===== src/rtl/uart_pkg.sv =====
// Shared types and constants for the register-mapped UART receiver.
// Contents: FSM state enum, register-bus select/address codes, status bit
// indices, field widths and the clocks-per-bit rounding helper.
package uart_pkg;

  typedef enum logic [1:0] {IDLE, START, DATA, STOP} rx_state_t;

  localparam logic REG_CTRL  = 1'b0;
  localparam logic REG_DATA  = 1'b1;
  localparam logic ADDR_BYTE = 1'b0;
  localparam logic ADDR_CNT  = 1'b1;

  localparam int unsigned ST_NEW  = 0;
  localparam int unsigned ST_OVR  = 1;
  localparam int unsigned ST_FERR = 2;

  localparam int unsigned STATUS_W = 3;
  localparam int unsigned BUS_W    = 32;
  localparam int unsigned BYTE_W   = 8;
  localparam int unsigned FCNT_W   = 16;

  // Clocks per bit rounded to nearest.
  function automatic int unsigned clk_per_bit(input int unsigned freq, input int unsigned baud);
    return (freq + baud / 2) / baud;
  endfunction

endpackage


===== src/rtl/uart_rx_periph_if.sv =====
// Register bus between the test generator (master) and the UART receiver (slave).
// Signals: wr_i write strobe, reg_sel_i ctrl/data select, addr_i data index,
// entrada_i write data, salida_o read data (combinational in the slave).
interface uart_rx_periph_if;
  logic        wr_i;
  logic        reg_sel_i;
  logic        addr_i;
  logic [31:0] entrada_i;
  logic [31:0] salida_o;

  modport master (output wr_i, output reg_sel_i, output addr_i, output entrada_i, input salida_o);
  modport slave  (input wr_i, input reg_sel_i, input addr_i, input entrada_i, output salida_o);
endinterface


===== src/rtl/uart_rx_core.sv =====
// 8N1 LSB-first UART deserialiser: 2-FF synchroniser plus receive FSM.
// Ports: clk, rst (sync active-high), rx (async serial line, idle high),
// byte_o (assembled byte), valid_o (1-cycle pulse on a good stop bit),
// ferr_o (1-cycle pulse on a low stop bit). The pulses are asserted in the
// cycle whose edge samples the stop bit, so the register bank updates on that edge.
module uart_rx_core
  import uart_pkg::*;
#(
  parameter int unsigned CLK_PER_BIT = 1042
) (
  input  logic              clk,
  input  logic              rst,
  input  logic              rx,
  output logic [BYTE_W-1:0] byte_o,
  output logic              valid_o,
  output logic              ferr_o
);

  localparam int unsigned CNT_W = $clog2(CLK_PER_BIT);
  localparam logic [CNT_W-1:0] HALF_LAST = CNT_W'(CLK_PER_BIT / 2 - 1);
  localparam logic [CNT_W-1:0] BIT_LAST  = CNT_W'(CLK_PER_BIT - 1);

  logic              rx_meta, rx_s;
  rx_state_t         state_q, state_d;
  logic [CNT_W-1:0]  cnt_q, cnt_d;
  logic [2:0]        bit_idx_q, bit_idx_d;
  logic [BYTE_W-1:0] shreg_q, shreg_d;

  // Synchroniser, reset to the idle (high) line level.
  always_ff @(posedge clk) begin
    if (rst) begin
      rx_meta <= 1'b1;
      rx_s    <= 1'b1;
    end else begin
      rx_meta <= rx;
      rx_s    <= rx_meta;
    end
  end

  // FSM state register.
  always_ff @(posedge clk) begin
    if (rst) begin
      state_q   <= IDLE;
      cnt_q     <= '0;
      bit_idx_q <= '0;
      shreg_q   <= '0;
    end else begin
      state_q   <= state_d;
      cnt_q     <= cnt_d;
      bit_idx_q <= bit_idx_d;
      shreg_q   <= shreg_d;
    end
  end

  // Next-state logic; START checks mid-bit to reject short glitches.
  always_comb begin
    state_d   = state_q;
    cnt_d     = cnt_q;
    bit_idx_d = bit_idx_q;
    shreg_d   = shreg_q;
    valid_o   = 1'b0;
    ferr_o    = 1'b0;
    case (state_q)
      IDLE: begin
        if (!rx_s) begin
          state_d = START;
          cnt_d   = '0;
        end
      end
      START: begin
        if (cnt_q == HALF_LAST) begin
          cnt_d     = '0;
          bit_idx_d = '0;
          state_d   = rx_s ? IDLE : DATA;
        end else begin
          cnt_d = cnt_q + CNT_W'(1);
        end
      end
      DATA: begin
        if (cnt_q == BIT_LAST) begin
          cnt_d            = '0;
          shreg_d[bit_idx_q] = rx_s;
          if (bit_idx_q == 3'd7) state_d = STOP;
          else bit_idx_d = bit_idx_q + 3'd1;
        end else begin
          cnt_d = cnt_q + CNT_W'(1);
        end
      end
      STOP: begin
        if (cnt_q == BIT_LAST) begin
          cnt_d   = '0;
          valid_o = rx_s;
          ferr_o  = !rx_s;
          state_d = IDLE;
        end else begin
          cnt_d = cnt_q + CNT_W'(1);
        end
      end
      default: state_d = IDLE;
    endcase
  end

  assign byte_o = shreg_q;

endmodule


===== src/rtl/uart_rx_periph.sv =====
// Register-mapped UART receiver on the test-generator register bus.
// Ports: clk, rst (sync active-high), bus (slave modport: wr_i, reg_sel_i,
// addr_i, entrada_i, salida_o), rx (async serial input, idle high).
// Read map: ctrl = {frame_err, overrun, new_rx}; data0 = last good byte;
// data1 = 16-bit good-frame count. Flags are sticky until software writes them.
module uart_rx_periph
  import uart_pkg::*;
#(
  parameter int unsigned CLK_FREQ = 10_000_000,
  parameter int unsigned BAUD     = 9600
) (
  input  logic            clk,
  input  logic            rst,
  uart_rx_periph_if.slave bus,
  input  logic            rx
);

  localparam int unsigned CLK_PER_BIT = clk_per_bit(CLK_FREQ, BAUD);

  logic [BYTE_W-1:0]   core_byte;
  logic                core_valid, core_ferr;
  logic [STATUS_W-1:0] status_q, status_d;
  logic [BYTE_W-1:0]   rx_byte_q;
  logic [FCNT_W-1:0]   frame_cnt_q;
  logic                unused_wdata;

  assign unused_wdata = ^bus.entrada_i[BUS_W-1:STATUS_W];

  uart_rx_core #(.CLK_PER_BIT(CLK_PER_BIT)) u_core (
    .clk    (clk),
    .rst    (rst),
    .rx     (rx),
    .byte_o (core_byte),
    .valid_o(core_valid),
    .ferr_o (core_ferr)
  );

  // Flag update: software write first, hardware sets override it.
  always_comb begin
    status_d = status_q;
    if (bus.wr_i && (bus.reg_sel_i == REG_CTRL)) status_d = bus.entrada_i[STATUS_W-1:0];
    if (core_valid) begin
      status_d[ST_NEW] = 1'b1;
      if (status_q[ST_NEW]) status_d[ST_OVR] = 1'b1;
    end
    if (core_ferr) status_d[ST_FERR] = 1'b1;
  end

  // Register bank.
  always_ff @(posedge clk) begin
    if (rst) begin
      status_q    <= '0;
      rx_byte_q   <= '0;
      frame_cnt_q <= '0;
    end else begin
      status_q <= status_d;
      if (core_valid) begin
        rx_byte_q   <= core_byte;
        frame_cnt_q <= frame_cnt_q + FCNT_W'(1);
      end
    end
  end

  // Read mux.
  always_comb begin
    bus.salida_o = '0;
    if (bus.reg_sel_i == REG_CTRL) begin
      bus.salida_o[STATUS_W-1:0] = status_q;
    end else if (bus.addr_i == ADDR_BYTE) begin
      bus.salida_o[BYTE_W-1:0] = rx_byte_q;
    end else begin
      bus.salida_o[FCNT_W-1:0] = frame_cnt_q;
    end
  end

endmodule

===== src/flat_wrapper.sv =====
// flat-port wrapper written by rule: the top's interface ports become plain ports
module uart_rx_periph_flat import uart_pkg::*;
#(
  parameter int unsigned CLK_FREQ = 10_000_000,
  parameter int unsigned BAUD     = 9600
)
  (clk, rst, rx, bus_wr_i, bus_reg_sel_i, bus_addr_i, bus_entrada_i, bus_salida_o);
  uart_rx_periph_if bus_i ();
  input  logic clk;
  input  logic rst;
  input  logic rx;
  input wire logic [$bits(bus_i.wr_i)-1:0] bus_wr_i;
  input wire logic [$bits(bus_i.reg_sel_i)-1:0] bus_reg_sel_i;
  input wire logic [$bits(bus_i.addr_i)-1:0] bus_addr_i;
  input wire logic [$bits(bus_i.entrada_i)-1:0] bus_entrada_i;
  output wire logic [$bits(bus_i.salida_o)-1:0] bus_salida_o;
  assign bus_i.wr_i = bus_wr_i;
  assign bus_i.reg_sel_i = bus_reg_sel_i;
  assign bus_i.addr_i = bus_addr_i;
  assign bus_i.entrada_i = bus_entrada_i;
  assign bus_salida_o = bus_i.salida_o;
  uart_rx_periph #(.CLK_FREQ(CLK_FREQ), .BAUD(BAUD)) u_core (.clk(clk), .rst(rst), .bus(bus_i), .rx(rx));
endmodule

===== config.mk =====
export PLATFORM = sky130hd
export DESIGN_NAME = uart_rx_periph_flat
export DESIGN_NICKNAME = d
export VERILOG_FILES = /design/src/rtl/uart_pkg.sv /design/src/rtl/uart_rx_periph_if.sv /design/src/rtl/uart_rx_core.sv /design/src/rtl/uart_rx_periph.sv /design/src/flat_wrapper.sv
export SDC_FILE = /design/constraint.sdc
export NUM_CORES = 1
export LEC_CHECK = 0
export CORE_MARGIN = 1
export CORE_UTILIZATION = 40
export DETAILED_ROUTE_END_ITERATION = 6
export DONT_BUFFER_PORTS = 1
export MAX_ROUTING_LAYER = met4
export PLACE_DENSITY_LB_ADDON = 0.12
export SLEW_MARGIN = 20
export SYNTH_ARGS = -nofsm -noshare
export SYNTH_HDL_FRONTEND = slang
export SYNTH_HIERARCHICAL = 1
export SYNTH_SLANG_ARGS = --single-unit

===== constraint.sdc =====
create_clock -name clk -period 3.16 [get_ports clk]
set_input_delay 0.632 -clock clk [delete_from_list [all_inputs] [get_ports clk]]
set_output_delay 0.632 -clock clk [all_outputs]
set_load 0.02 [all_outputs]

==> impl_summary.md, run 1 <==
Pwr
For this design the total switching power over the nets is 0.000283 W. The total power divided by cell area is 385 nW/um^2. The maximum ir drop on the vdd rail is 0.181 mV.

The switching power as a share of total power is 25.0%. The portion of total power attributed to combinational logic is 4.4%. The completed layout was analyzed and its total power is 0.00113 W.

Per report_power, the sequential group accounts for 59.9% of the total. The static leakage power is 1.04 nW. Cell internal power was estimated by the tool at 0.000848 W. The clock share of power is 35.7%.

Timing
The maximum clock frequency is 366 MHz. The count of final hold-check violations is 0. The post-route fraction of the period consumed by the critical path is 86.4%. Setup violations remaining at the end of the flow were counted as 0.

Setup repair after global routing left no endpoint under its margin. Setup total negative slack on the finished layout was measured at 0 ps. The shortest period the worst path allows is 2730 ps. The final count of pins violating max slew was 0. Clock skew on the completed layout was measured at 8.73 ps.

Global routing
The first global-routing pass estimated 9100 microns of wire. The global router's overall resource usage is 16.0%. The via count of the first global-routing pass is 1871. The number of antenna violations at the first check in global routing came to 0. After global routing the overflow that remains totals 0.

The pin count of the biggest net entering global routing is 54.

Placement
Routability-driven placement finished with a final weighted congestion of 0.740. The count of port buffers added during placement is 0. The wire-length estimate of the detail-placed layout is 3840 microns. The post-place instance area is 2850 sq um.

Yosys
The portion of the post-synthesis area used by sequential elements is 37.3%. The cell type contributing the most total cell area after synthesis is dfxtp_1. The number of enable flip-flop cells after synthesis is 0.

The combined area of all synthesized cells is 2850 sq um. The number of distinct library cell variants in the gate-level netlist after synthesis is 43. Yosys attributes the largest share of cell area to dfxtp_1 37%, mux2i_1 11%, nor2_1 5.9%, buf_4 4.5%, nand2_1 4.1%. The area share of the largest cell type after synthesis is 37.3%. The Yosys step of the flow raised 6 warnings.

The number of register bits inferred by synthesis is 53. Of all flip-flops after synthesis, the portion carrying an async set or reset was 0%. Counting every instance in the synthesized netlist gives 339. In this run the mean area of a mapped cell was 8.39 sq um.

The most frequently used flop master after synthesis is dfxtp_1.

Drt
After detailed routing, the number of vias per cell comes to 5.08. The count of nets left with antenna violations once routing finished came out at 0. Summed over all layers, the routed wires come to 5630 microns. The starting DRC count in detailed routing is 126.

The post-detailed-route wirelength per cell is 13.2 microns. The number of iterations in the first detailed-routing pass is 4. In the routed design, unresolved DRC markers number 0.

The total vias in the final route is 2171.

Clock network
The maximum number of buffers from clock root to sink is 2. The number of CTS-inserted buffers is 5. Clock latency on the worst-skew pair, taken at its later pin, is 310 ps. The CTS H-tree depth is 2. The number of cells upsized or downsized after cts is 0. The clock-pin slew reported for the worst setup and hold paths after clock tree synthesis is 100 ps.

The post-CTS setup repair buffer count is 0. TritonCTS built the clock tree. The buffer type at the clock tree root is clkbuf_8. The quantity of hold-fixing buffers added after cts is 0.

The number of sinks on the clock net is 53.

Cells and area
The area of all placed cells without fillers is 2940 sq um. The repair_antennas step left the layout with diodes totalling 0. The filler cell count is 710. The sequential cells in the finished layout cover a total of 1060 sq um. From synthesis to final layout, the design area changed by 3.39%. For this run, the post-layout net count is 374. The area of the multi-input gates is 1590 sq um. The fraction of layout cells with a size suffix above 1 is 6.34%.

Setup path
The endpoint of the worst-slack reg-to-reg timing path is u_core/frame_cnt_q[15]. The data arrival time of the worst path is 2980 ps. The worst register-to-register path has a setup slack of 430 ps. The worst setup path is of the reg2reg kind. The worst setup path is launched from a flop. The worst reg2reg path startpoint is u_core/u_core/cnt_q[5]. The element type at the critical path end is a flop.

Measured in cells, the most critical reg-to-reg path has a length of 8. The required time reported for the critical path endpoint is 3410 ps. The maximum net fanout on the critical path is 6.

Min path
In this run the worst hold path is classified as in2reg. For hold timing, the worst endpoint is u_core/u_core/cnt_q[2]. In this run the most critical hold path is launched from rst.

Counting instances, the worst hold path has a depth of 1.

Die
The overall die area is 7450 sq um. The placeable core region is 6830 sq um. During I/O placement, the number of pins put on the boundary was 70. The initial standard-cell utilization of the core is 41.6%. Measured along the x axis, the die boundary spans 86.3 microns. The floorplan row count is 30. From bottom edge to top edge, the die measures 86.3 microns.

Run
The count of maximum capacitance violations is 0.

Outcome
The run finished with clean final reports.
[synth_stat cells (2+ instances only)]
cell	number
dfxtp_1	53
nor2_1	45
nand2_1	31
mux2i_1	30
buf_4	17
nand3_1	17
clkbuf_1	13
a21oi_1	12
inv_1	11
a31oi_1	9
and3_1	9
xnor2_1	9
nor3_1	8
nor4_1	8
nand4_1	7
nor2b_1	7
or3_1	7
ha_1	6
o21ai_0	3
xor2_1	3
buf_1	2
buf_2	2
nand2b_1	2
nand3b_1	2
nand4b_1	2
o2111ai_1	2
o21a_1	2
o21ai_1	2
or2_2	2
or4_1	2
or4_4	2
[logic make-up (layout without fill, tap and decap cells)]
kind of cell / after synthesis / in the layout / synth area share [%]
compound gates: 35 / 35 / 8.36
xor+xnor: 12 / 12 / 3.69
fa+ha+maj: 6 / 6 / 2.64
buf+inv: 46 / 23 / 8.66
flops: 53 / 53 / 37.3
mux: 30 / 30 / 10.6
other cells: 1 / 16 / 0.132
simple gates: 156 / 156 / 28.7
[state kept, by name (all words and copies together), names as in the netlist, named ones only]
| signal | cells |
|---|---|
| u_core/frame_cnt_q | 16 |
| u_core/u_core/cnt_q | 11 |
| u_core/rx_byte_q | 8 |
| u_core/u_core/byte_o | 8 |
| u_core/status_q | 3 |
| u_core/u_core/bit_idx_q | 3 |
| u_core/u_core/rx_meta | 1 |
| u_core/u_core/rx_s | 1 |
| u_core/u_core/state_q | 1 |
[through the flow]
step	std cells	utilization, %	setup WS (ps)	hold WS (ps)
floorplan	354	-	411	389
finish	427	43.1	430	380
global placement	419	41.7	475	399
CTS	427	43.1	420	368
detailed placement	419	41.7	450	399
global route	427	43.1	243	353
[layout by cell type, fill, tap and decap left out, types with 2 or more instances in the layout]
| cell type | instances |
|---|---|
| dfxtp_1 | 53 |
| nor2_1 | 45 |
| nand2_1 | 31 |
| mux2i_1 | 30 |
| nand3_1 | 17 |
| conb_1 | 16 |
| a21oi_1 | 12 |
| inv_1 | 11 |
| and3_1 | 9 |
| xnor2_1 | 9 |
| a31oi_1 | 9 |
| nor4_1 | 8 |
| nor3_1 | 8 |
| nor2b_1 | 7 |
| nand4_1 | 7 |
| or3_1 | 7 |
| ha_1 | 6 |
| clkbuf_8 | 5 |
| buf_4 | 4 |
| xor2_1 | 3 |
| o21ai_0 | 3 |
| clkinvlp_4 | 2 |
| or4_1 | 2 |
| o21ai_1 | 2 |
| or4_4 | 2 |
| nand4b_1 | 2 |
| nand2b_1 | 2 |
| o2111ai_1 | 2 |
| or2_2 | 2 |
| o21a_1 | 2 |
| nand3b_1 | 2 |
[cell type report]
type | instances | area share (%)
clock buffers | 5 | 2.34
clock inverters | 3 | 0.893
inverters | 11 | 1.40
multi-input cells | 255 | 54.2
flip-flops and latches | 53 | 36.1
well taps | 96 | 4.08
repair buffers | 4 | 1.02
[per-layer routing]
layer / wire (microns) / vias to the layer above / share of wire [%] / global-route usage [%]
li1: - / 1136 / - / -
met1: 2910 / 996 / 52 / 22.6
met2: 2470 / 35 / 44 / 23.0
met3: 183 / 4 / 3.3 / 3.05
met4: 60 / 0 / 1.1 / 5.00
met5: 0 / - / 0 / -
[worst max path at each step]
stage	start	end	slack, ps	cells past startpoint
CTS	u_core/u_core/cnt_q[5]	u_core/frame_cnt_q[15]	420	8
floorplan	u_core/u_core/cnt_q[5]	u_core/frame_cnt_q[15]	410	9
finish	u_core/u_core/cnt_q[5]	u_core/frame_cnt_q[15]	430	8
global placement	u_core/u_core/cnt_q[5]	u_core/frame_cnt_q[15]	480	8
detailed placement	u_core/u_core/cnt_q[5]	u_core/frame_cnt_q[15]	450	8
global route	u_core/u_core/cnt_q[5]	u_core/frame_cnt_q[15]	240	8
[worst max-delay path, stage by stage (launching register included)]
cell     delay [ps]
dfxtp_1         370
or4_4           600
nor4_4          240
nand3_1         140
nor2_1          180
nand4_1         150
or3_1           420
or4_1           410
a21oi_1         150
[power groups by stage]
| stage | Clock, W | Combinational (W) | Sequential, W |
|---|---|---|---|
| after floorplan | 0 | 0.0000756 | 0.000691 |
| after global placement | 0 | 0.0000497 | 0.000693 |
| after detailed placement | 0 | 0.0000501 | 0.000693 |
| after CTS | 0.000425 | 0.0000502 | 0.000678 |
| after global routing | 0.000452 | 0.0000544 | 0.000679 |
| final | 0.000404 | 0.0000501 | 0.000677 |
(Power assumes the default switching activity.)
==> run 2, diff against run 1 <==
--- a/config.mk
+++ b/config.mk
@@ -6,7 +6,7 @@
 export NUM_CORES = 1
 export LEC_CHECK = 0
 export CORE_MARGIN = 1
-export CORE_UTILIZATION = 40
+export CORE_UTILIZATION = 63
 export DETAILED_ROUTE_END_ITERATION = 6
 export DONT_BUFFER_PORTS = 1
 export MAX_ROUTING_LAYER = met4
==> run 2 against run 1 <==
  * Maximum frequency is 1.2% higher
  * Die area is 36% lower
  * Sequential share of layout area increased by 0.48 points
  * Non-clock buffer count unchanged
  * Combinational power down 2%
  * Total power rose by 4.8%
  * Sequential power hardly changed
  * Clock power up 14%
  * Critical path depth unchanged
  * Flip-flop and latch count unchanged
==> impl_summary.md, run 2 (synthesis results as in run 1) <==
Die
The overall die area is 4790 sq um (was 7450 sq um). The initial standard-cell utilization of the core is 65.3% (was 41.6%). The total I/O pin count was 70 (unchanged). The placeable core region was 4350 sq um (was 6830 sq um).

The floorplan row count is 24 (was 30). The chip height is 69.2 microns (was 86.3 microns). The die outline width came to 69.2 microns (was 86.3 microns).

Drt
The starting DRC count in detailed routing is 108 (was 126). The post-detailed-route wirelength per cell is 13.7 microns (was 13.2 microns). The ratio of routed vias to standard cells is 5.80 (was 5.08).

The total vias in the final route came to 2223 (was 2171). The wire length after detailed routing is 5230 microns (was 5630 microns). The post-detailed-route count of antenna-violating nets was 0 (unchanged). The final routed DRC violation total is 0 (unchanged). The number of iterations in the first detailed-routing pass is 4 (unchanged).

Cells and area
Commonest cells after routing, fill and taps aside: 53 x dfxtp_1, 45 x nor2_1, 31 x nand2_1 (unchanged). The register with the most flip-flops is u_core/frame_cnt_q (unchanged). The count of inserted antenna diode cells came to 0 (unchanged).

The filler cell count came to 379 (was 710). The fraction of layout cells with a size suffix above 1 was 6.04% (was 6.34%). The area of the multi-input gates is 1590 sq um (unchanged).

The count of nets after finishing came to 374 (unchanged). The area taken by flip-flops and latches is 1060 sq um (unchanged). The most common cell after layout, fill and taps aside is dfxtp_1 (unchanged). Top Registers: u_core/frame_cnt_q: 16 flops, u_core/u_core/cnt_q: 11 flops (unchanged). The relative area change from synthesis to final layout is 2.02% (was 3.39%). The flip-flop count of the largest register after layout was 16 (unchanged).

The area of all placed cells without fillers was 2900 sq um (was 2940 sq um).

Timing
The final count of pins violating max slew came to 0 (unchanged). The count of final hold-check violations is 0 (unchanged). Unrepaired setup endpoints after global routing: false (unchanged).

The maximum clock frequency is 371 MHz (was 366 MHz). The transition time at the pin with the least slew margin is 507 ps. The final worst clock skew came to 8.08 ps (was 8.73 ps). The post-route fraction of the period consumed by the critical path is 85.4% (was 86.4%). The setup TNS was 0 ps (unchanged). The shortest period the worst path allows is 2700 ps (was 2730 ps).

The total setup violations reported at the end of the flow came to 0 (unchanged). The worst pin sits at a relative slew slack of 65.9%.

Pwr
The maximum ir drop on the vdd rail is 0.259 mV (was 0.181 mV). The clock share of power is 38.7% (was 35.7%). The static leakage power is 1.05 nW (was 1.04 nW). The switching power of the nets is 0.000261 W (was 0.000283 W). The internal power is 0.000924 W (was 0.000848 W). The total power divided by cell area is 408 nW/um^2 (was 385 nW/um^2). The switching power as a share of total power was 22.0% (was 25.0%). The portion of total power attributed to combinational logic is 4.1% (was 4.4%). The proportion of power drawn by flip-flops and latches is 57.1% (was 59.9%).

Outcome
Run status: complete, no violations (unchanged).

Setup path
The worst reg2reg path startpoint is u_core/u_core/cnt_q[5] (unchanged). The endpoint of the worst-slack reg-to-reg timing path is u_core/frame_cnt_q[15] (unchanged). The number of buffer and inverter stages on the critical path came to 0 (unchanged).

The register-to-register setup slack is 460 ps (was 430 ps). Critical path, cell by cell: or4_4 -> nor4_4 -> nand3_1 -> nor2_1 -> nand4_1 -> or3_1 -> or4_1 -> a21oi_1 (unchanged). The element type at the critical path end is a flop (unchanged). The master of the slowest instance on the critical path is or4_4 (unchanged). The data arrival time of the worst path is 2940 ps (was 2980 ps). The worst-case reg-to-reg path depth is 8 (unchanged). The required time reported for the critical path endpoint came to 3400 ps (was 3410 ps).

The peak per-stage delay on the critical path is 600 ps (about the same). The kind of critical path is reg2reg (unchanged). The startpoint type of the worst setup path is a flop (unchanged). The maximum net fanout on the critical path is 6 (unchanged). The family with the most delay on the worst path is simple AND/OR/NAND/NOR gates (unchanged).

Clock network
The clock-pin slew reported for the worst setup and hold paths after clock tree synthesis is 100 ps (about the same). The number of cells upsized or downsized after cts was 0 (unchanged). The post-CTS setup repair buffer count is 0 (unchanged). The maximum number of buffers from clock root to sink was 2 (unchanged). The number of CTS-inserted buffers is 5 (unchanged). The quantity of hold-fixing buffers added after cts is 0 (unchanged). The number of sinks on the clock net is 53 (unchanged). The clock insertion delay at the later pin of the skew report is 300 ps (was 310 ps).

The CTS H-tree depth is 2 (unchanged). The buffer type at the clock tree root is clkbuf_8 (unchanged). The CTS tree is built (unchanged).

Placement
The post-detailed-placement half-perimeter wirelength is 3520 microns (was 3840 microns). The count of port buffers added during placement came to 0 (unchanged). The final estimated routing congestion in global placement is 0.809 (was 0.740). The post-place instance area is 2790 sq um (was 2850 sq um).

Global routing
The global routing met2 resource utilization is 37.1% (was 23.0%). The first-pass GRT wire length is 8870 microns (was 9100 microns). The global router's overall resource usage is 23.1% (was 16.0%).

The met3 layer usage reported by global route was 4.22% (was 3.05%). The peak-usage layer in the global routing report is met2 (unchanged). The via count of the first global-routing pass came to 1969 (was 1871). The global-route track usage on met1 is 29.1% (was 22.6%). The number of antenna violations at the first check in global routing is 0 (unchanged).

The pin count of the biggest net entering global routing is 54 (unchanged). The total overflow reported by the global router is 0 (unchanged).

Min path
The hold path endpoint is u_core/frame_cnt_q[5] (was u_core/u_core/cnt_q[2]). The worst hold path class is in2reg (unchanged). The worst hold path startpoint is rst (unchanged). The cell depth of the worst hold path is 1 (unchanged).

Run
The count of maximum capacitance violations is 0 (unchanged).
==> run 2: cell types whose count changed in the layout (fill, tap and decap cells not counted) <==
cell / previous run / this run
clkinv_4: 0 / 1
clkinvlp_4: 2 / 0
inv_8: 1 / 0
bufinv_16: 0 / 1
clkbuf_1: 0 / 1
==> run 2: worst max-delay path by stage <==
stage / start / to / slack [ps] / depth (start not counted)
after floorplan: u_core/u_core/cnt_q[5] / u_core/frame_cnt_q[15] / 410 / 9
after global placement: u_core/u_core/cnt_q[5] / u_core/frame_cnt_q[15] / 510 / 8
after detailed placement: u_core/u_core/cnt_q[5] / u_core/frame_cnt_q[15] / 490 / 8
after CTS: u_core/u_core/cnt_q[5] / u_core/frame_cnt_q[15] / 460 / 8
after global routing: u_core/u_core/cnt_q[5] / u_core/frame_cnt_q[15] / 280 / 8
final: u_core/u_core/cnt_q[5] / u_core/frame_cnt_q[15] / 460 / 8
==> run 2: per-stage QoR <==
stage | hold slack (ps) | worst slack [ps] | instances | util (%) | total power [W]
after floorplan | 389 | 411 | 354 | - | 0.000766
after global placement | 396 | 512 | 375 | 64.1 | 0.000741
after detailed placement | 404 | 490 | 375 | 64.1 | 0.000742
after CTS | 367 | 464 | 383 | 66.7 | 0.00120
after global routing | 364 | 277 | 383 | 66.7 | 0.00122
final | 384 | 463 | 383 | 66.7 | 0.00119
==> run 2: final cells by class <==
cell class                 count  share of cell area [%]
clock buffer                   6                    2.50
tap                           52                    2.24
sequential                    53                    36.6
multi-input combinational    255                    54.9
inverter                      11                    1.42
timing repair buffer           4                    1.03
clock inverter                 2                    1.34
==> run 2: per-layer routing <==
metal | share of wire (%) | up-vias | routed length (microns)
li1 | - | 1125 | -
met1 | 48 | 1040 | 2520
met2 | 47 | 52 | 2450
met3 | 3.8 | 6 | 199
met4 | 1.2 | 0 | 62
met5 | 0 | - | 0
==> run 2: power groups by stage <==
stage               Sequential (W)  Clock (W)  Combinational (W)
floorplan                 0.000691          0          0.0000756
finish                    0.000677   0.000459          0.0000489
global placement          0.000693          0          0.0000488
global route              0.000678   0.000493          0.0000530
detailed placement        0.000693          0          0.0000491
CTS                       0.000677   0.000475          0.0000491
